===== src/rtl/button_debounce_pulse.sv =====
// ---------------------------------------------------------------------------------------------
// button_debounce_pulse
//
// Input conditioning for the stopwatch push-buttons. Each of N_BTN identical and independent
// channels synchronises a raw mechanical button level through two flops. It then debounces the
// level with a stable-cycle counter and produces a clean registered level plus single-cycle
// press and release events.
//
// Ports:
//   clk          system clock, all state updates on the rising edge
//   rst_n        asynchronous active-low reset, clears all state ("all buttons released")
//   btn_raw      [N_BTN] raw asynchronous button levels, active high
//   btn_level    [N_BTN] debounced, registered button level
//   btn_press    [N_BTN] one-cycle pulse on each accepted 0->1 transition of btn_level
//   btn_release  [N_BTN] one-cycle pulse on each accepted 1->0 transition of btn_level
//
// Parameters:
//   N_BTN            number of button channels
//   DEBOUNCE_CYCLES  consecutive stable cycles before a level change is accepted (>= 1)
//   REPEAT_DELAY     cycles from a press pulse to the first auto-repeat press (>= 2)
//   REPEAT_PERIOD    cycles between subsequent auto-repeat presses (>= 2)
//
// Optional feature:
//   Define DEBOUNCE_AUTO_REPEAT_EN to add per-channel auto-repeat. While a debounced button
//   stays pressed, extra btn_press pulses fire REPEAT_DELAY cycles after the original press
//   and then every REPEAT_PERIOD cycles. Without the macro the repeat logic is absent.
// ---------------------------------------------------------------------------------------------
module button_debounce_pulse #(
  parameter int unsigned N_BTN           = 3,
  parameter int unsigned DEBOUNCE_CYCLES = 120000,
  parameter int unsigned REPEAT_DELAY    = 6000000,
  parameter int unsigned REPEAT_PERIOD   = 1200000
) (
  input  logic             clk,
  input  logic             rst_n,
  input  logic [N_BTN-1:0] btn_raw,
  output logic [N_BTN-1:0] btn_level,
  output logic [N_BTN-1:0] btn_press,
  output logic [N_BTN-1:0] btn_release
);

  localparam int unsigned CntW = $clog2(DEBOUNCE_CYCLES + 1);
  localparam logic [CntW-1:0] CntMax = CntW'(DEBOUNCE_CYCLES - 1);

  // Elaboration-time parameter sanity checks.
  if (DEBOUNCE_CYCLES < 1) begin : g_bad_debounce
    $error("DEBOUNCE_CYCLES must be at least 1");
  end
  // A repeat interval of 1 would merge consecutive pulses into a multi-cycle level.
  if (REPEAT_DELAY < 2 || REPEAT_PERIOD < 2) begin : g_bad_repeat
    $error("REPEAT_DELAY and REPEAT_PERIOD must be at least 2");
  end

  // -------------------------------------------------------------------------------------------
  // State
  // -------------------------------------------------------------------------------------------
  logic [N_BTN-1:0] sync1_q, sync1_d;
  logic [N_BTN-1:0] sync2_q, sync2_d;
  logic [N_BTN-1:0] level_q, level_d;
  logic [N_BTN-1:0] press_q, press_d;
  logic [N_BTN-1:0] release_q, release_d;
  logic [CntW-1:0]  cnt_q [N_BTN];
  logic [CntW-1:0]  cnt_d [N_BTN];

  // A channel accepts its synchronised level in the cycle it has disagreed with the stable
  // level for DEBOUNCE_CYCLES consecutive samples.
  logic [N_BTN-1:0] accept;

  always_comb begin
    accept = '0;
    for (int unsigned i = 0; i < N_BTN; i++) begin
      accept[i] = (sync2_q[i] != level_q[i]) && (cnt_q[i] == CntMax);
    end
  end

`ifdef DEBOUNCE_AUTO_REPEAT_EN
  // -------------------------------------------------------------------------------------------
  // Auto-repeat
  // -------------------------------------------------------------------------------------------
  localparam int unsigned RptMaxCycles =
      (REPEAT_DELAY > REPEAT_PERIOD) ? REPEAT_DELAY : REPEAT_PERIOD;
  localparam int unsigned RptW = $clog2(RptMaxCycles + 1);
  localparam logic [RptW-1:0] RptDelayMax  = RptW'(REPEAT_DELAY - 1);
  localparam logic [RptW-1:0] RptPeriodMax = RptW'(REPEAT_PERIOD - 1);

  logic [RptW-1:0]  rpt_cnt_q [N_BTN];
  logic [RptW-1:0]  rpt_cnt_d [N_BTN];
  // rpt_run: 0 while waiting out the initial delay, 1 once periodic repeats have begun.
  logic [N_BTN-1:0] rpt_run_q, rpt_run_d;
  logic [N_BTN-1:0] rpt_fire;

  always_comb begin
    rpt_fire  = '0;
    rpt_run_d = rpt_run_q;
    for (int unsigned i = 0; i < N_BTN; i++) begin
      rpt_cnt_d[i] = rpt_cnt_q[i];
      if (accept[i] || !level_q[i]) begin
        // Restart on every genuine press/release and hold idle while released. A release
        // accepted this cycle therefore suppresses any repeat that would have coincided.
        rpt_cnt_d[i] = '0;
        rpt_run_d[i] = 1'b0;
      end else if (!rpt_run_q[i] && (rpt_cnt_q[i] == RptDelayMax)) begin
        rpt_fire[i]  = 1'b1;
        rpt_cnt_d[i] = '0;
        rpt_run_d[i] = 1'b1;
      end else if (rpt_run_q[i] && (rpt_cnt_q[i] == RptPeriodMax)) begin
        rpt_fire[i]  = 1'b1;
        rpt_cnt_d[i] = '0;
      end else begin
        rpt_cnt_d[i] = rpt_cnt_q[i] + 1'b1;
      end
    end
  end

  always_ff @(posedge clk or negedge rst_n) begin
    if (!rst_n) begin
      rpt_run_q <= '0;
      for (int unsigned i = 0; i < N_BTN; i++) begin
        rpt_cnt_q[i] <= '0;
      end
    end else begin
      rpt_run_q <= rpt_run_d;
      for (int unsigned i = 0; i < N_BTN; i++) begin
        rpt_cnt_q[i] <= rpt_cnt_d[i];
      end
    end
  end
`else
  // Without auto-repeat no extra press pulses are ever generated.
  logic [N_BTN-1:0] rpt_fire;
  assign rpt_fire = '0;
`endif

  // -------------------------------------------------------------------------------------------
  // Synchroniser, debounce counter and event pulses
  // -------------------------------------------------------------------------------------------
  always_comb begin
    sync1_d   = btn_raw;
    sync2_d   = sync1_q;
    level_d   = level_q;
    press_d   = '0;
    release_d = '0;
    for (int unsigned i = 0; i < N_BTN; i++) begin
      cnt_d[i] = cnt_q[i];
      if (sync2_q[i] == level_q[i]) begin
        // Any single agreeing sample restarts the stability count.
        cnt_d[i] = '0;
      end else if (accept[i]) begin
        level_d[i]   = sync2_q[i];
        cnt_d[i]     = '0;
        press_d[i]   = sync2_q[i];
        release_d[i] = ~sync2_q[i];
      end else begin
        cnt_d[i] = cnt_q[i] + 1'b1;
      end
    end
    // Repeats only fire while the level holds at 1 with no transition accepted, so they can
    // never coincide with a release pulse.
    press_d = press_d | rpt_fire;
  end

  always_ff @(posedge clk or negedge rst_n) begin
    if (!rst_n) begin
      sync1_q   <= '0;
      sync2_q   <= '0;
      level_q   <= '0;
      press_q   <= '0;
      release_q <= '0;
      for (int unsigned i = 0; i < N_BTN; i++) begin
        cnt_q[i] <= '0;
      end
    end else begin
      sync1_q   <= sync1_d;
      sync2_q   <= sync2_d;
      level_q   <= level_d;
      press_q   <= press_d;
      release_q <= release_d;
      for (int unsigned i = 0; i < N_BTN; i++) begin
        cnt_q[i] <= cnt_d[i];
      end
    end
  end

  assign btn_level   = level_q;
  assign btn_press   = press_q;
  assign btn_release = release_q;

endmodule


===== config.mk =====
export PLATFORM = sky130hd
export DESIGN_NAME = button_debounce_pulse
export DESIGN_NICKNAME = d
export VERILOG_FILES = /design/src/rtl/button_debounce_pulse.sv
export SDC_FILE = /design/constraint.sdc
export NUM_CORES = 1
export LEC_CHECK = 0
export ABC_AREA = 1
export BUFFER_PORTS_ARGS = -buffer_cell sky130_fd_sc_hd__buf_2
export CAP_MARGIN = 25
export CORE_MARGIN = 10
export CORE_UTILIZATION = 64
export CTS_BUF_LIST = sky130_fd_sc_hd__clkbuf_8
export DETAILED_ROUTE_END_ITERATION = 10
export PLACE_DENSITY_LB_ADDON = 0.2
export SLEW_MARGIN = 25
export SYNTH_ARGS = -nofsm -noshare
export SYNTH_HDL_FRONTEND = slang
export SYNTH_SLANG_ARGS = --single-unit

===== constraint.sdc =====
create_clock -name clk -period 1.75 [get_ports clk]
set_clock_uncertainty 0.15 [all_clocks]
set_input_delay 0.2625 -clock clk [delete_from_list [all_inputs] [get_ports clk]]
set_output_delay 0.2625 -clock clk [all_outputs]
set_load 0.005 [all_outputs]

Word level (Yosys, flattened, before mapping)
Cells that the tools add are included.
Word-level totals
  flip-flop bits (word level): 66
  bits of input ports: 5
  output and inout bits: 9
  word-level logic and storage cells: 52
Cells by class
  add/sub/neg operators: 3
  equal/unequal tests: 9
  multiplexer cells: 18
  bitwise gates (word level): 6
  reduce and logical (&&, ||, !) cells: 6
Operators by type and width (number)
  two-way mux 17 bit: 6
  adder 17 x 1 -> 17 bit (second input constant): 3
  == test 17 bit (second input constant): 3
  two-way mux 1 bit: 12
  inverter 1 bit: 6
  AND reduction 2 bit: 3
  == test 1 bit: 3
  logical AND 1 bit: 3
  inequality test 1 bit: 3

Depth between registers and ports, before layout
  word-level depth: 4
  depth in mapped cells: 8
  mapped depth without buffers: 8

Worst setup path after synthesis
Ideal clock, no wire load.
  kind: reg-to-reg
  start point: reg cnt_q[17] (netlist name)
  end point: reg cnt_q[32] (netlist name)
  setup time: 0.116 ns
  arrival time: 1.175 ns
  required time: 1.484 ns
  slack: 0.310 ns
  stages on the path, launching flop included: 8
  path buffers: 1
  clock period less this slack: 1.440 ns
  cells stage by stage: dfrtp_1 -> ha_1 -> nand3_2 -> nor2_4 -> nand3_2 -> nand2_1 -> buf_6 -> nor2_1
RTL lines
  start, declared: RTL line 62  | logic [CntW-1:0] cnt_q [N_BTN];
  start signal, assigned by index: RTL line 179  | cnt_q[i] <= cnt_d[i];

Worst setup path in the final report
  start point: reg cnt_q[0] (netlist name)
  end point: reg level_q[2], in the netlist btn_level[2]
Between the ends
  longest elaborated chain between the ends: 3
Ends and longest elaborated chain
  == test 17 bit: RTL line 72  | accept[i] = (sync2_q[i] != level_q[i]) && (cnt_q[i] == CntMax);
  logical AND 1 bit: RTL line 72
  AND reduction 2 bit (no source line)
  end signal, assigned: RTL line 175  | level_q <= level_d;
  end, declared: RTL line 59  | logic [N_BTN-1:0] level_q, level_d;
No other way between the ends.
A chain may end at the register's enable or synchronous reset.

==> flow_summary.toml <==
[pwr]
cellLeakagePower_nw = 1.63
powerDensity_nw_per_um2 = 733
worst_ir_drop_vdd_uv = 639

[placement]
place.detailed.instances = 526
place.port_buffers = 13
detailedPlace.worstSlack_ns = 0.0677
dp_hpwl_mm = 4.99
place.gp.congestion = 0.915

[yosys]
synth_fp_nets = 451
synth.avg_cell_area_sq_um = 7.71
postSynth.topFlopCell = "sky130_fd_sc_hd__dfrtp_1"
summed_instance_area_of_the_synthesized_netlist_sq_um = 3420
synth-seq-area-share_pct = 48.4
yosys_register_bits = 66
yosysWarnings = 0
post_synth_inst_count = 443
synth-edff-count = 0
ys_async_sr_fraction_pct = 100
yosysUniqueCellTypes = 22

[cells_and_area]
layout-area-overhead-vs-synth_pct = 11.5
post_route_cells_drive_above_1_share_pct = 11.1
antennaDiodeCount = 0
nNetsFinal = 479
stdcell_count = 546
filler_cell_count = 389

[route]
detail_route.wirelength_mm = 6.93
first_pass_iters = 4
dr_total_vias = 2871
post_drt_via_cell_ratio = 5.26
drc = 0
routed_wirelength_normalized_by_instance_count_um = 12.7
first_iter_violations = 177
antenna_left = 0

[sta]
min_period_ns = 1.59
finalHoldWorstSlack_ns = 0.203
tightestPinTransition_ns = 0.373
setup-violations-final = 0
unrepaired_setup_endpoints_after_global_routing = "no"
final-hold-violation-count = 0
fmax_ghz = 0.627
final_cycle_share_pct = 91.1
setup_tns_ns = 0
final.setup.worst_slack_ns = 0.156
final_max_slew_viol_count = 0
worst_slew_margin_relative_to_its_limit_pct = 74.9

[clock_tree]
tritoncts.num_buffers = 9
worstSkewPairLatency_ns = 0.34
clk_root_buffer_cell = "sky130_fd_sc_hd__clkbuf_8"
clk_pin_slew_ns = 0.07
tritoncts = "done"
cts.sink_count = 66
clock_tree.buffer_depth = 2
cts_htree_levels = 3

[floorplanning]
die_y_um = 93.1
start_util_pct = 66.5
floorplan.rows = 26
die_x_um = 93.1
floorplan.die_area_sq_um = 8660
io_pins = 14
coreArea_sq_um = 5140

[run]
max-cap-violations = 0

[worst_hold_path]
hp-class = "reg2reg"
worst_min_delay_path_startpoint = "sync1_q[1]$_DFF_PN0_"

[global_route]
grt.overflow.total = 0
grt_usage_pct = 17.4
grt_first_pass_wirelength_mm = 12.3
grt_antenna_before_repair = 0
first_global_vias = 2809
largest_net_degree_at_the_start_of_global_routing = 67

[worst_setup_path]
worstPathMaxFanout = 5
worstPathArrival_ns = 1.68
cp.required_ns = 1.83
timing.critical_path.from_type = "flip-flop"
worstSetupStartpoint = "cnt_q[0]$_DFF_PN0_"
crit_type = "reg2reg"
cp-end-kind = "flip-flop"
reg2reg_from = "cnt_q[0]$_DFF_PN0_"

[run_status]
status = "completed"
placed cells by master (no fill, tap or decap), types with 4 or more instances in the layout:
| master | n |
|---|---|
| sky130_fd_sc_hd__xnor2_1 | 6 |
| sky130_fd_sc_hd__o21bai_1 | 10 |
| sky130_fd_sc_hd__a21oi_1 | 8 |
| sky130_fd_sc_hd__nor3_1 | 7 |
| sky130_fd_sc_hd__clkbuf_8 | 10 |
| sky130_fd_sc_hd__xor2_1 | 11 |
| sky130_fd_sc_hd__nand3_1 | 21 |
| sky130_fd_sc_hd__dlygate4sd3_1 | 4 |
| sky130_fd_sc_hd__nand2_2 | 7 |
| sky130_fd_sc_hd__dfrtp_1 | 66 |
| sky130_fd_sc_hd__nor2_2 | 9 |
| sky130_fd_sc_hd__nand4_1 | 19 |
| sky130_fd_sc_hd__inv_1 | 52 |
| sky130_fd_sc_hd__nor2_1 | 99 |
| sky130_fd_sc_hd__nand2_1 | 105 |
| sky130_fd_sc_hd__buf_2 | 13 |
worst max-delay path, cell delays in order (launching register included):
cell and delay, ns:
sky130_fd_sc_hd__dfrtp_1 0.39, sky130_fd_sc_hd__ha_1 0.21, sky130_fd_sc_hd__nand3_1 0.19, sky130_fd_sc_hd__nor2_2 0.24
sky130_fd_sc_hd__nand3_1 0.16, sky130_fd_sc_hd__nand2_1 0.09, sky130_fd_sc_hd__nand2_1 0.05
through the flow:
stage	power [W]	util (%)	instance area (sq um)
2_1_floorplan	0.00164	-	3420
3_3_place_gp	0.00169	69.6	3580
3_5_place_dp	0.00170	69.6	3580
4_1_cts	0.00281	73.7	3790
5_1_grt	0.00291	74.1	3810
6_report	0.00279	74.1	3810
repair_timing:
action                                  CTS  global route
setup buffers                             0             0
gates resized for setup                   0             6
hold endpoints to repair                 69             0
endpoints found under the setup margin    0            33
hold buffers                              4             0
synthesized netlist by cell type (6+ instances only):
library cell | n | area share, %
sky130_fd_sc_hd__a21oi_1 | 8 | 1.2
sky130_fd_sc_hd__xnor2_1 | 6 | 1.5
sky130_fd_sc_hd__nand2_1 | 108 | 12
sky130_fd_sc_hd__dfrtp_1 | 66 | 48
sky130_fd_sc_hd__inv_1 | 51 | 5.6
sky130_fd_sc_hd__nor2_1 | 100 | 11
sky130_fd_sc_hd__nor3_1 | 7 | 1.0
sky130_fd_sc_hd__nor2_2 | 8 | 1.5
sky130_fd_sc_hd__xor2_1 | 11 | 2.8
sky130_fd_sc_hd__nand4_1 | 19 | 3.5
sky130_fd_sc_hd__o21bai_1 | 10 | 2.2
sky130_fd_sc_hd__nand3_1 | 21 | 3.1
sky130_fd_sc_hd__nand2_2 | 6 | 1.1
registers in the layout, indices dropped and copies added, names as in the netlist:
name         flops
cnt_q           51
btn_level        3
btn_release      3
sync2_q          3
sync1_q          3
btn_press        3
kinds of logic (layout without fill, tap and decap cells):
kind of cell	count (synthesis)	after routing	share of synthesized area [%]
adder cells (fa/ha/maj)	3	3	1.10
AND/OR/NAND/NOR	279	279	35.6
XOR/XNOR	17	17	4.36
buffers and inverters	54	87	6.37
flip-flops	66	66	48.4
AO/OA/AOI/OAI	24	24	4.25
worst paths after layout:
| kind | to | slack (ns) | cells past startpoint |
|---|---|---|---|
| max in group asynchronous | cnt_q[38]$_DFF_PN0_ | 0.86 | 3 |
| worst min register to register | sync2_q[1]$_DFF_PN0_ | 0.20 | 0 |
| worst min-delay path | sync2_q[1]$_DFF_PN0_ | 0.20 | 0 |
| min in group asynchronous | cnt_q[25]$_DFF_PN0_ | 0.31 | 3 |
| worst max register to register | btn_level[2]$_DFFE_PN0P_ | 0.16 | 6 |
| worst max-delay path | btn_level[2]$_DFFE_PN0P_ | 0.16 | 6 |
area by class of cell:
type | instances | area [sq um] | share of cell area, %
repair buffers | 20 | 140 | 3.68
well taps | 70 | 87.6 | 2.30
multi-input cells | 323 | 1570 | 41.1
flip-flops and latches | 66 | 1650 | 43.4
clock buffers | 10 | 138 | 3.61
clock inverters | 6 | 33.8 | 0.887
inverters | 51 | 191 | 5.03
where the power goes:
| group | switching [W] | leakage [nW] | internal, W |
|---|---|---|---|
| Sequential | 0.0000195 | 0.901 | 0.00155 |
| Combinational | 0.0000730 | 0.640 | 0.0000353 |
| Clock | 0.000576 | 0.0892 | 0.000539 |
metal layers:
metal,global-route usage (%),part of all wire [%],vias to the layer above
met5,0,0,-
met2,27.6,47,69
li1,-,-,1450
met3,3.92,3.9,15
met4,9.38,2.0,0
met1,21.7,47,1337
(Power assumes the default switching activity.)
